## src/rtl/memory_access_unit.sv

```systemverilog
// Memory-stage access unit for the dual-lane pipeline: serialises dual memory
// accesses onto one synchronous port (lane 1 first) and returns extended load data.
module memory_access_unit (
    input  logic        clk,
    input  logic        rst_n,
    input  logic        ValidM1,
    input  logic        ValidM2,
    input  logic        MemReadM1,
    input  logic        MemReadM2,
    input  logic        MemWriteM1,
    input  logic        MemWriteM2,
    input  logic [2:0]  SizeM1,
    input  logic [2:0]  SizeM2,
    input  logic [31:0] ALUResultM1,
    input  logic [31:0] ALUResultM2,
    input  logic [31:0] WriteDataM1,
    input  logic [31:0] WriteDataM2,
    output logic [31:0] MemAddr,
    output logic [31:0] MemWData,
    output logic [3:0]  MemByteEn,
    output logic        MemWE,
    output logic        MemRE,
    input  logic [31:0] MemRData,
    output logic        StallM,
    output logic [31:0] ReadDataW1,
    output logic [31:0] ReadDataW2,
    output logic        MisalignW1,
    output logic        MisalignW2,
    output logic        o_dbg_state
);
    typedef enum logic {S_IDLE = 1'b0, S_SECOND = 1'b1} state_t;

    state_t      r_state;
    state_t      w_next_state;
    logic        w_mis1, w_mis2, w_req1, w_req2;
    logic        w_issue, w_sel2, w_is_load, w_is_store;
    logic [31:0] w_addr, w_data, w_shift, w_ext;
    logic [2:0]  w_size;
    logic        r_ld_valid, r_ld_lane2, r_hold_valid;
    logic [1:0]  r_ld_off;
    logic [2:0]  r_ld_size;
    logic [31:0] r_hold;

    function automatic logic misaligned(input logic [2:0] size, input logic [1:0] off);
        return ((size[1:0] == 2'b01) && off[0]) || ((size[1:0] == 2'b10) && (off != 2'b00));
    endfunction

    assign w_mis1 = misaligned(SizeM1, ALUResultM1[1:0]);
    assign w_mis2 = misaligned(SizeM2, ALUResultM2[1:0]);
    assign w_req1 = ValidM1 & (MemReadM1 | MemWriteM1) & ~w_mis1;
    assign w_req2 = ValidM2 & (MemReadM2 | MemWriteM2) & ~w_mis2;
    assign o_dbg_state = r_state;

    always_comb begin
        w_next_state = r_state;
        StallM       = 1'b0;
        w_issue      = 1'b0;
        w_sel2       = 1'b0;
        case (r_state)
            S_IDLE: begin
                if (w_req1 && w_req2) begin
                    w_issue      = 1'b1;
                    StallM       = 1'b1;
                    w_next_state = S_SECOND;
                end else if (w_req1) begin
                    w_issue = 1'b1;
                end else if (w_req2) begin
                    w_issue = 1'b1;
                    w_sel2  = 1'b1;
                end
            end
            S_SECOND: begin
                // EX/MEM is held by the stall, so lane 2 is still presented unchanged.
                w_next_state = S_IDLE;
                w_issue      = w_req2;
                w_sel2       = 1'b1;
            end
            default: w_next_state = S_IDLE;
        endcase
        if (!rst_n) begin
            w_issue      = 1'b0;
            StallM       = 1'b0;
            w_next_state = S_IDLE;
        end
    end

    assign w_addr     = w_sel2 ? ALUResultM2 : ALUResultM1;
    assign w_data     = w_sel2 ? WriteDataM2 : WriteDataM1;
    assign w_size     = w_sel2 ? SizeM2 : SizeM1;
    assign w_is_load  = w_sel2 ? MemReadM2 : MemReadM1;
    assign w_is_store = w_sel2 ? MemWriteM2 : MemWriteM1;

    always_comb begin
        MemAddr   = 32'h0;
        MemWData  = 32'h0;
        MemByteEn = 4'b0000;
        MemWE     = 1'b0;
        MemRE     = 1'b0;
        if (w_issue) begin
            MemAddr = {w_addr[31:2], 2'b00};
            if (w_is_load) begin
                MemRE = 1'b1;
            end else if (w_is_store) begin
                MemWE = 1'b1;
                case (w_size[1:0])
                    2'b00: begin
                        MemByteEn = 4'b0001 << w_addr[1:0];
                        MemWData  = {4{w_data[7:0]}};
                    end
                    2'b01: begin
                        MemByteEn = 4'b0011 << w_addr[1:0];
                        MemWData  = {2{w_data[15:0]}};
                    end
                    default: begin
                        MemByteEn = 4'b1111;
                        MemWData  = w_data;
                    end
                endcase
            end
        end
    end

    // Load return uses the offset/size captured at issue, not the current M inputs.
    assign w_shift = MemRData >> {r_ld_off, 3'b000};
    always_comb begin
        case (r_ld_size)
            3'b000:  w_ext = {{24{w_shift[7]}}, w_shift[7:0]};
            3'b001:  w_ext = {{16{w_shift[15]}}, w_shift[15:0]};
            3'b100:  w_ext = {24'h0, w_shift[7:0]};
            3'b101:  w_ext = {16'h0, w_shift[15:0]};
            default: w_ext = MemRData;
        endcase
    end

    assign ReadDataW1 = r_hold_valid ? r_hold :
                        (r_ld_valid && !r_ld_lane2) ? w_ext : 32'h0;
    assign ReadDataW2 = (r_ld_valid && r_ld_lane2) ? w_ext : 32'h0;

    always_ff @(posedge clk) begin
        if (!rst_n) begin
            r_state      <= S_IDLE;
            r_ld_valid   <= 1'b0;
            r_ld_lane2   <= 1'b0;
            r_ld_off     <= 2'b00;
            r_ld_size    <= 3'b000;
            r_hold_valid <= 1'b0;
            r_hold       <= 32'h0;
            MisalignW1   <= 1'b0;
            MisalignW2   <= 1'b0;
        end else begin
            r_state      <= w_next_state;
            r_ld_valid   <= w_issue & w_is_load;
            r_ld_lane2   <= w_sel2;
            r_ld_off     <= w_addr[1:0];
            r_ld_size    <= w_size;
            // Lane 1 data returns while lane 2 is being issued; park it until both reach W.
            r_hold_valid <= (r_state == S_SECOND) & r_ld_valid & ~r_ld_lane2;
            if ((r_state == S_SECOND) && r_ld_valid && !r_ld_lane2)
                r_hold <= w_ext;
            MisalignW1   <= ValidM1 & (MemReadM1 | MemWriteM1) & w_mis1;
            MisalignW2   <= ValidM2 & (MemReadM2 | MemWriteM2) & w_mis2;
        end
    end
endmodule

```

## config.mk

```make
export PLATFORM = sky130hd
export DESIGN_NAME = memory_access_unit
export DESIGN_NICKNAME = d
export VERILOG_FILES = /design/src/rtl/memory_access_unit.sv
export SDC_FILE = /design/constraint.sdc
export NUM_CORES = 1
export LEC_CHECK = 0
export BUFFER_PORTS_ARGS = -buffer_cell sky130_fd_sc_hd__buf_2
export CAP_MARGIN = 20
export CORE_AREA = 5 5 120 122
export DETAILED_ROUTE_END_ITERATION = 7
export DIE_AREA = 0 0 125 127
export PLACE_DENSITY = 0.78
export SLEW_MARGIN = 15
export SYNTH_ARGS = -nofsm -noshare
export SYNTH_HDL_FRONTEND = slang
export SYNTH_SLANG_ARGS = --single-unit
```

## constraint.sdc

```tcl
create_clock -name clk -period 3 [get_ports clk]
set_input_delay 0.3 -clock clk [delete_from_list [all_inputs] [get_ports clk]]
set_output_delay 0.3 -clock clk [all_outputs]
set_load 0.05 [all_outputs]
```

==> results of run 1 <==
==> layer usage <==
metal  GRT usage [%]  vias to the layer above  wire, µm
met5               0                        -         0
met4            6.44                        0       508
met3            6.64                       45      2260
met2            40.7                      419      9910
met1            30.8                     2806      8170
li1                -                     2901         -
==> flip-flops by register name, summed over array words and instances (netlist names) <==
register	flops
r_hold	32
r_ld_size	3
r_ld_off	2
MisalignW1	1
MisalignW2	1
o_dbg_state	1
r_hold_valid	1
r_ld_lane2	1
r_ld_valid	1
==> repair_timing <==
action | in CTS | in global routing
setup endpoints to repair | 0 | 45
gates resized for setup | 0 | 11
buffers inserted | 0 | 2
==> power breakdown <==
group | switching, W | internal, W
Sequential | 0.0000122 | 0.000581
Combinational | 0.000692 | 0.000328
Clock | 0.000228 | 0.000393
Total | 0.000932 | 0.00130
==> worst register-to-register path, cell delays in order, from the launching register on <==
cell and delay, ps:
dfxtp_1 370, mux4_2 540, nand2b_1 210, nor3_2 150, a221oi_1 550, a21oi_1 130
==> cell families after synthesis <==
| family | Yosys count |
|---|---|
| AO/OA/AOI/OAI | 263 |
| AND/OR/NAND/NOR | 231 |
| buffers and inverters | 77 |
| flip-flops | 43 |
| multiplexers | 23 |
| other | 1 |
==> cells in the final DEF, fill, tap and decap left out, types with 2 or more instances in the layout <==
cell type  count
a221oi_1       6
a22o_1         6
a311oi_1       3
and3b_1        2
dfxtp_1       43
o21ai_1        9
buf_12         5
nand2_1      159
buf_4         30
o211ai_1      19
a211oi_2      14
a211o_1        2
inv_1          8
a2111oi_4      2
nor3b_1        8
buf_2        304
nor2_1        23
o22a_1         6
a211oi_1      14
clkbuf_16      5
o32ai_1       14
a2111o_1       2
nor3_1        11
conb_1         2
a31oi_1       16
clkbuf_4       2
mux2i_1       20
nand2b_1       2
a21oi_1       87
nor2b_1       16
o21bai_1       2
o221ai_1      14
o21ai_0       38
nor3_2         4
==> worst max-delay path by stage <==
stage	slack [ps]	startpoint	endpoint
6_report	100	ALUResultM1[0]	MemByteEn[0]
3_3_place_gp	150	ALUResultM1[0]	MemWData[10]
3_5_place_dp	30	ALUResultM1[0]	MemWData[10]
4_1_cts	30	ALUResultM1[0]	MemWData[10]
2_1_floorplan	-340	SizeM1[0]	MemWData[28]
5_1_grt	-3	ALUResultM1[0]	MemWData[29]
==> area by class of cell <==
cell class,instances,area share [%]
multi-input combinational,520,49.7
timing repair buffer,342,29.8
sequential,43,13.7
tap,176,3.51
clock buffer,5,1.99
clock inverter,3,0.698
inverter,9,0.538
antenna,1,0.0399
==> metrics by stage <==
step,instances,power (W),setup slack [ps]
6_report,1099,0.00223,104
5_1_grt,1099,0.00234,-3.16
4_1_cts,1095,0.00222,25.8
3_5_place_dp,1087,0.00160,25.8
3_3_place_gp,1087,0.00160,154
2_1_floorplan,639,0.00125,-339
==> results.py, run 1 <==
metrics = {
    "yosys": {
        "synth.most_common_cell": "nand2_1",
        "synth_top_area_share_pct": 20.3,
        "synth_ff_type": "dfxtp_1",
        "yosys-top-cells-area": "dfxtp_1, nand2_1, a21oi_1",
        "synth-simple-area-share_pct": 23.4,
        "avgSynthCellArea_um2": 6.65,
        "synth_compound_area_share_pct": 42.5,
        "synth_top_area_cell": "dfxtp_1",
        "ys_ff_latch": 43,
        "ys_types": 48,
        "synth_edf_count": 0,
        "syn-cell-area_mm2": 0.00424,
        "synth-adder-area-share_pct": 0,
        "synth_mux_area_share_pct": 6.05,
        "synthArstFlopShare_pct": 0,
        "netlist_top_cells_count": "nand2_1, a21oi_1, o21ai_0",
        "yosysSeqAreaShare_pct": 20.3,
        "synth_top_family_by_area": "compound AO/OA/AOI/OAI gates",
        "syn_inst": 638,
        "synth_warnings": 0,
        "synth-xor-area-share_pct": 0,
    },
    "worst_setup_path": {
        "critPathArrivalTime_ps": 2600,
        "critPathMostFrequentCell": "buf_2",
        "slowest_delay_ps": 530,
        "reg2reg_to": "r_hold[14]",
        "path_class": "in2out",
        "rr_worst_depth": 5,
        "regToRegSetupSlack_ps": 910,
        "cp_cell_sequence": "buf_2 -> o21ba_2 -> a2111o_1 -> a2111oi_4 -> mux2i_4 -> buf_4 -> a211oi_2 -> buf_2",
        "cp_max_fo": 8,
        "crit_buf_inv": 3,
        "crit_required_ps": 2700,
        "r2r-start": "r_ld_off[0]",
        "crit_slowest_cell": "a2111o_1",
        "crit_cells": 8,
        "path_delay_family": "compound AO/OA/AOI/OAI gates",
        "setup.worst_path.start_class": "input pin",
        "worstSetupEndpointType": "primary output",
    },
    "grt": {
        "groute.usage.overall_pct": 24.2,
        "grt_pass1_wl_um": 31600,
        "grt_start_max_net_pins": 57,
        "grt-ovfl-total": 0,
        "antenna_found_initial": 1,
        "grt_pass1_vias": 5694,
    },
    "sta": {
        "fmax_mhz": 345,
        "setup_tns_ps": 0,
        "timing.final.crit_period_ps": 2900,
        "tightest_slew_ps": 761,
        "maxSlewViolCount": 0,
        "fin_worst_skew_ps": 8.30,
        "rsz0062_at_grt": "yes",
        "max-slew-margin-rel_pct": 49.1,
        "setup_violations": 0,
        "finalHoldViolCount": 0,
        "timing.final.crit_share_pct": 96.5,
        "timing.hold.ws_ps": 278,
    },
    "worst_hold_path": {
        "hp-class": "in2reg",
        "min_to": "r_ld_size[2]",
        "holdPathStages": 3,
        "min_from": "SizeM1[2]",
    },
    "clock_tree": {
        "ctsRootBufferMaster": "clkbuf_16",
        "clockBufferDepth": 2,
        "hold_buffers": 0,
        "htree_levels": 2,
        "cts_tree": "yes",
        "cts_buffers": 5,
        "clk_latency_ps": 290,
        "cts.sinks": 43,
        "cts.clk_slew.worst_paths_ps": 60,
    },
    "power": {
        "p_leak_nw": 3.00,
        "powerDensity_mw_per_mm2": 356,
        "ir_worst_vdd_mv": 0.221,
    },
    "route": {
        "finalWirelength_um": 20800,
        "drtPass1Iterations": 5,
        "post_drt_wl_per_cell_um": 19.0,
        "drc": 0,
        "via_per_inst": 5.62,
        "num_vias": 6171,
        "drtAntennaViolNets": 0,
        "drt-initial-drc-count": 715,
    },
    "placed_design": {
        "buffer_ports.inserted": 309,
        "dp.final_hpwl_um": 16300,
        "gp_congestion": 1.03,
        "place_area_mm2": 0.00605,
    },
    "run": {
        "cap_violations": 0,
    },
    "cells_and_area": {
        "num-fill-cells": 1322,
        "multi_input_area_mm2": 0.00312,
        "final_util_pct": 48.0,
        "syn_to_final_growth_pct": 47.9,
        "drive_above_1_share_pct": 41.5,
        "regArea_um2": 861,
        "nets": 1095,
        "design_area_mm2": 0.00628,
    },
    "floorplan": {
        "core-area_mm2": 0.0131,
        "die_area_mm2": 0.0159,
        "rows": 42,
        "die_w_um": 125,
        "die_h_um": 127,
        "io_pins": 312,
        "initial_core_util_pct": 32.4,
    },
    "run_status": {
        "outcome": "complete, no violations",
    },
}
(Power assumes the default switching activity.)
==> run 2, diff against run 1 <==
PLACE_DENSITY = unset   (was 0.78)
PLACE_DENSITY_LB_ADDON = 0.2   (was unset)
==> run 2 against run 1 <==
Effect of this change: total power is 4.6% lower; routed wire length is 4.4% lower; sequential share of layout area is 0.20 points higher; combinational power hardly changed; clock power is 13% lower; count of clock-buffer cells in the layout is 1 higher; largest power group unchanged.
==> results.py, run 2 (same netlist as run 1, synthesis figures left out) <==
metrics = {
    "worst_setup_path": {
        "regToRegSetupSlack_ps": 850,
        "path_class": "reg2out",
        "cp-startpoint": "r_ld_off[0]",
        "crit_end": "ReadDataW1[31]",
        "r2r-start": "r_ld_off[0]",
        "critPathArrivalTime_ps": 2570,
        "reg2reg_to": "r_hold[8]",
        "setup.worst_path.start_class": "register",
        "crit_required_ps": 2700,
        "rr_worst_depth": 5,
        "cp_max_fo": 16,
        "worstSetupEndpointType": "primary output",
    },
    "route": {
        "num_vias": 5979,
        "post_drt_wl_per_cell_um": 18.1,
        "via_per_inst": 5.44,
        "drtPass1Iterations": 6,
        "finalWirelength_um": 19900,
        "drt-initial-drc-count": 643,
        "drtAntennaViolNets": 0,
        "drc": 0,
    },
    "clock_tree": {
        "post_cts_resize_count": 0,
        "clockBufferDepth": 2,
        "cts.sinks": 43,
        "htree_levels": 2,
        "cts_buffers": 5,
        "ctsRootBufferMaster": "clkbuf_16",
        "postCtsSetupRepairBufs": 0,
        "cts_tree": "yes",
        "clk_latency_ps": 280,
        "cts.clk_slew.worst_paths_ps": 60,
    },
    "power": {
        "pwr-share-clk_pct": 25.4,
        "power.switching_w": 0.000904,
        "p_sw_share_pct": 42.4,
        "p_seq_share_pct": 27.9,
        "powerDensity_mw_per_mm2": 344,
        "comb_power_share_pct": 46.7,
        "p_leak_nw": 2.98,
        "intPower_w": 0.00123,
        "ir_worst_vdd_mv": 0.208,
    },
    "placed_design": {
        "gp_congestion": 0.958,
        "dp.cells": 1091,
        "post-place-ws_ps": 205,
        "dp.final_hpwl_um": 15800,
        "buffer_ports.inserted": 309,
        "place_area_mm2": 0.00604,
    },
    "floorplan": {
        "io_pins": 312,
        "rows": 42,
        "die_h_um": 127,
        "die_w_um": 125,
        "core-area_mm2": 0.0131,
        "initial_core_util_pct": 32.4,
        "die_area_mm2": 0.0159,
    },
    "grt": {
        "antenna_found_initial": 2,
        "grt_pass1_wl_um": 31000,
        "groute.usage.overall_pct": 23.5,
        "grt_start_max_net_pins": 60,
        "grt_pass1_vias": 5842,
        "grt-ovfl-total": 0,
    },
    "sta": {
        "max-slew-margin-rel_pct": 42.7,
        "timing.final.crit_period_ps": 2870,
        "fin_worst_skew_ps": 5.22,
        "setup_ws_ps": 126,
        "maxSlewViolCount": 0,
        "rsz0062_at_grt": "yes",
        "setup_violations": 0,
        "fmax_mhz": 348,
        "tightest_slew_ps": 853,
        "timing.final.crit_share_pct": 95.8,
        "finalHoldViolCount": 0,
        "timing.hold.ws_ps": 266,
    },
    "cells_and_area": {
        "largest_reg_flops": 32,
        "syn_to_final_growth_pct": 45.8,
        "largestRegisters": "r_hold (32), r_ld_size (3), r_ld_off (2)",
        "final_util_pct": 47.3,
        "drive_above_1_share_pct": 41.2,
        "nets": 1096,
        "num-fill-cells": 1389,
        "design_area_mm2": 0.00619,
        "fin_cells": 1100,
        "layout_common_cells": "buf_2, nand2_1, a21oi_1",
        "layout_commonest_cell": "buf_2",
        "top_register": "r_hold",
    },
    "run": {
        "cap_violations": 0,
    },
    "run_status": {
        "outcome": "complete, no violations",
    },
    "worst_hold_path": {
        "min_from": "SizeM2[2]",
        "hp-class": "in2reg",
    },
}
[run 2: power groups by stage]
stage | Clock (W) | Sequential (W) | Combinational (W)
6_report | 0.000541 | 0.000594 | 0.000995
4_1_cts | 0.000555 | 0.000594 | 0.000988
2_1_floorplan | 0 | 0.000602 | 0.000647
5_1_grt | 0.000583 | 0.000596 | 0.00107
3_5_place_dp | 0 | 0.000607 | 0.000985
3_3_place_gp | 0 | 0.000607 | 0.000990
[run 2: how the worst min path moves through the flow]
stage | to | slack (ps) | cells after the start
after floorplan | r_ld_off[0] | 440 | 2
after global placement | r_hold[1] | 450 | 2
after detailed placement | r_hold[6] | 450 | 2
after CTS | r_ld_size[2] | 270 | 3
after global routing | r_ld_size[2] | 280 | 3
final | r_ld_size[2] | 270 | 3
[run 2: per-stage QoR]
stage                     total power (W)  TNS (ps)
after detailed placement          0.00159         0
final                             0.00213         0
after global routing              0.00224     -11.0
after CTS                         0.00214         0
after floorplan                   0.00125     -2400
after global placement            0.00160         0
[run 2: layout make-up]
cell class	count	area [µm²]	area share (%)
Clock inverter	1	5.00	0.0809
Sequential cell	43	861	13.9
Multi-Input combinational cell	519	3090	49.9
Antenna cell	2	5.00	0.0809
Clock buffer	6	139	2.24
Timing Repair Buffer	344	1830	29.6
Inverter	9	33.8	0.546
Tap cell	176	220	3.56
[run 2: worst max-delay path, cell delays in order (launching register included)]
cell	delay, ps
dfxtp_1	490
mux4_2	560
nand2b_1	130
a2111o_1	560
o211ai_1	260
buf_2	290
[run 2: what timing repair did]
action / in CTS / in global routing
hold endpoints to repair: 0 / 0
hold buffers: 0 / 0
setup endpoints to repair: 0 / 1
[run 2: metal layers]
metal / global-route usage, % / part of all wire [%] / vias to the layer above
li1: - / - / 2905
met2: 39.9 / 48 / 334
met3: 5.51 / 8.8 / 41
met5: 0 / 0 / -
met4: 6.76 / 2.7 / 0
met1: 29.9 / 41 / 2699
==> run 3, diff against run 2 <==
SETUP_SLACK_MARGIN = 0.3   (was unset)
==> run 3 against run 2 <==
Effect of this change: clock skew grew 3.7 ps; combinational power up 16%; via count is 2.2% higher; sequential power barely moved; die area did not move; final area is 13% higher; fmax increased by 8.3%.
==> results.py, run 3 (same netlist as run 1, synthesis figures left out) <==
metrics = {
    "run_status": {
        "outcome": "complete, no violations",
    },
    "floorplan": {
        "die_w_um": 125,
        "rows": 42,
        "io_pins": 312,
        "die_area_mm2": 0.0159,
        "initial_core_util_pct": 32.4,
        "core-area_mm2": 0.0131,
        "die_h_um": 127,
    },
    "worst_setup_path": {
        "reg2reg_to": "r_hold[8]",
        "rr_worst_depth": 5,
        "path_delay_family": "compound AO/OA/AOI/OAI gates",
        "worstSetupEndpointType": "primary output",
        "slowest_delay_ps": 530,
        "path_class": "reg2out",
        "r2r-start": "r_ld_off[0]",
        "setup.worst_path.start_class": "register",
        "critPathArrivalTime_ps": 2350,
        "regToRegSetupSlack_ps": 1030,
        "crit_buf_inv": 1,
        "cp_max_fo": 8,
        "crit_slowest_cell": "mux4_2",
        "cp_cell_sequence": "mux4_2 -> nand2b_1 -> nor3_2 -> a221oi_1 -> o21ai_1 -> buf_2",
        "crit_required_ps": 2700,
    },
    "placed_design": {
        "place_area_mm2": 0.00646,
        "dp.cells": 1090,
        "gp_congestion": 0.920,
        "buffer_ports.inserted": 309,
        "dp.final_hpwl_um": 16500,
    },
    "sta": {
        "tightest_slew_ps": 740,
        "max-slew-margin-rel_pct": 50.6,
        "fin_worst_skew_ps": 8.87,
        "setup_tns_ps": 0,
        "fmax_mhz": 377,
        "timing.final.crit_share_pct": 88.4,
        "timing.final.crit_period_ps": 2650,
        "finalHoldViolCount": 0,
        "maxSlewViolCount": 0,
        "timing.hold.ws_ps": 294,
        "setup_violations": 0,
        "rsz0062_at_grt": "yes",
    },
    "clock_tree": {
        "cts_tree": "yes",
        "hold_buffers": 0,
        "clk_latency_ps": 290,
        "clockBufferDepth": 2,
        "htree_levels": 2,
        "cts_buffers": 5,
        "cts.sinks": 43,
        "cts.clk_slew.worst_paths_ps": 50,
        "ctsRootBufferMaster": "clkbuf_16",
    },
    "power": {
        "ir_worst_vdd_mv": 0.192,
        "powerDensity_mw_per_mm2": 325,
        "p_leak_nw": 3.07,
    },
    "grt": {
        "grt-ovfl-total": 0,
        "grt_pass1_vias": 5924,
        "antenna_found_initial": 3,
        "grt_start_max_net_pins": 59,
        "groute.usage.overall_pct": 24.7,
        "grt_pass1_wl_um": 32100,
    },
    "cells_and_area": {
        "largest_reg_flops": 32,
        "nets": 1106,
        "final_util_pct": 53.6,
        "layout_commonest_cell": "buf_2",
        "drive_above_1_share_pct": 49.1,
        "top_register": "r_hold",
        "num-fill-cells": 1303,
        "syn_to_final_growth_pct": 65.2,
        "largestRegisters": "r_hold (32), r_ld_size (3), r_ld_off (2)",
        "design_area_mm2": 0.00701,
        "fin_cells": 1112,
        "layout_common_cells": "buf_2, nand2_1, buf_4",
    },
    "worst_hold_path": {
        "holdPathStages": 3,
        "min_from": "ALUResultM1[1]",
        "min_to": "r_ld_off[1]",
        "hp-class": "in2reg",
    },
    "route": {
        "drtAntennaViolNets": 0,
        "via_per_inst": 5.50,
        "drt-initial-drc-count": 550,
        "drc": 0,
        "finalWirelength_um": 21500,
        "drtPass1Iterations": 5,
        "post_drt_wl_per_cell_um": 19.3,
        "num_vias": 6112,
    },
    "run": {
        "cap_violations": 0,
    },
}
==> run 3: cell type report <==
| class | instances | area [µm²] | area share [%] |
|---|---|---|---|
| tap | 176 | 220 | 3.14 |
| clock inverter | 2 | 12.5 | 0.179 |
| inverter | 9 | 33.8 | 0.482 |
| timing repair buffer | 353 | 2170 | 30.9 |
| multi-input combinational | 520 | 3580 | 51.0 |
| antenna | 3 | 7.51 | 0.107 |
| clock buffer | 6 | 129 | 1.84 |
| sequential | 43 | 862 | 12.3 |
==> run 3: power breakdown <==
part / switching [W] / total [W] / internal [W] / leakage [nW]
logic: 0.000761 / 0.00115 / 0.000385 / 2.66
clock network: 0.000229 / 0.000537 / 0.000308 / 0.0669
registers: 0.0000101 / 0.000592 / 0.000582 / 0.348
total: 0.00100 / 0.00227 / 0.00127 / 3.07
==> run 3: what timing repair did <==
action	4_1_cts	5_1_grt
setup buffers	0	6
pin swaps	1	4
resized for setup	40	66
gates cloned	0	5
endpoints found under the setup margin	51	95
==> run 3: metal layers <==
layer	global-route usage [%]	part of all wire, %	up-vias
li1	-	-	2915
met1	31.4	40	2841
met2	41.7	48	312
met3	5.84	8.6	44
met4	7.33	2.7	0
met5	0	0	-
==> run 3: worst min-delay path: stages <==
cell and delay (ps):
buf_6 110, nand2_1 50, a21oi_1 60
==> run 3: worst max path at each step <==
stage / cells past startpoint / endpoint / slack (ps) / start
after floorplan: 7 / MemWData[0] / 40 / SizeM1[0]
after global placement: 8 / MemByteEn[1] / 220 / ALUResultM1[0]
after detailed placement: 8 / MemByteEn[1] / 200 / ALUResultM1[0]
after CTS: 9 / MemByteEn[0] / 300 / SizeM2[0]
after global routing: 6 / ReadDataW1[8] / 230 / r_ld_off[0]
final: 6 / ReadDataW1[8] / 350 / r_ld_off[0]
==> run 3: metrics by stage <==
step | power, W | setup slack [ps]
4_1_cts | 0.00222 | 302
2_1_floorplan | 0.00133 | 40.8
3_5_place_dp | 0.00168 | 203
5_1_grt | 0.00239 | 227
6_report | 0.00227 | 348
3_3_place_gp | 0.00168 | 215
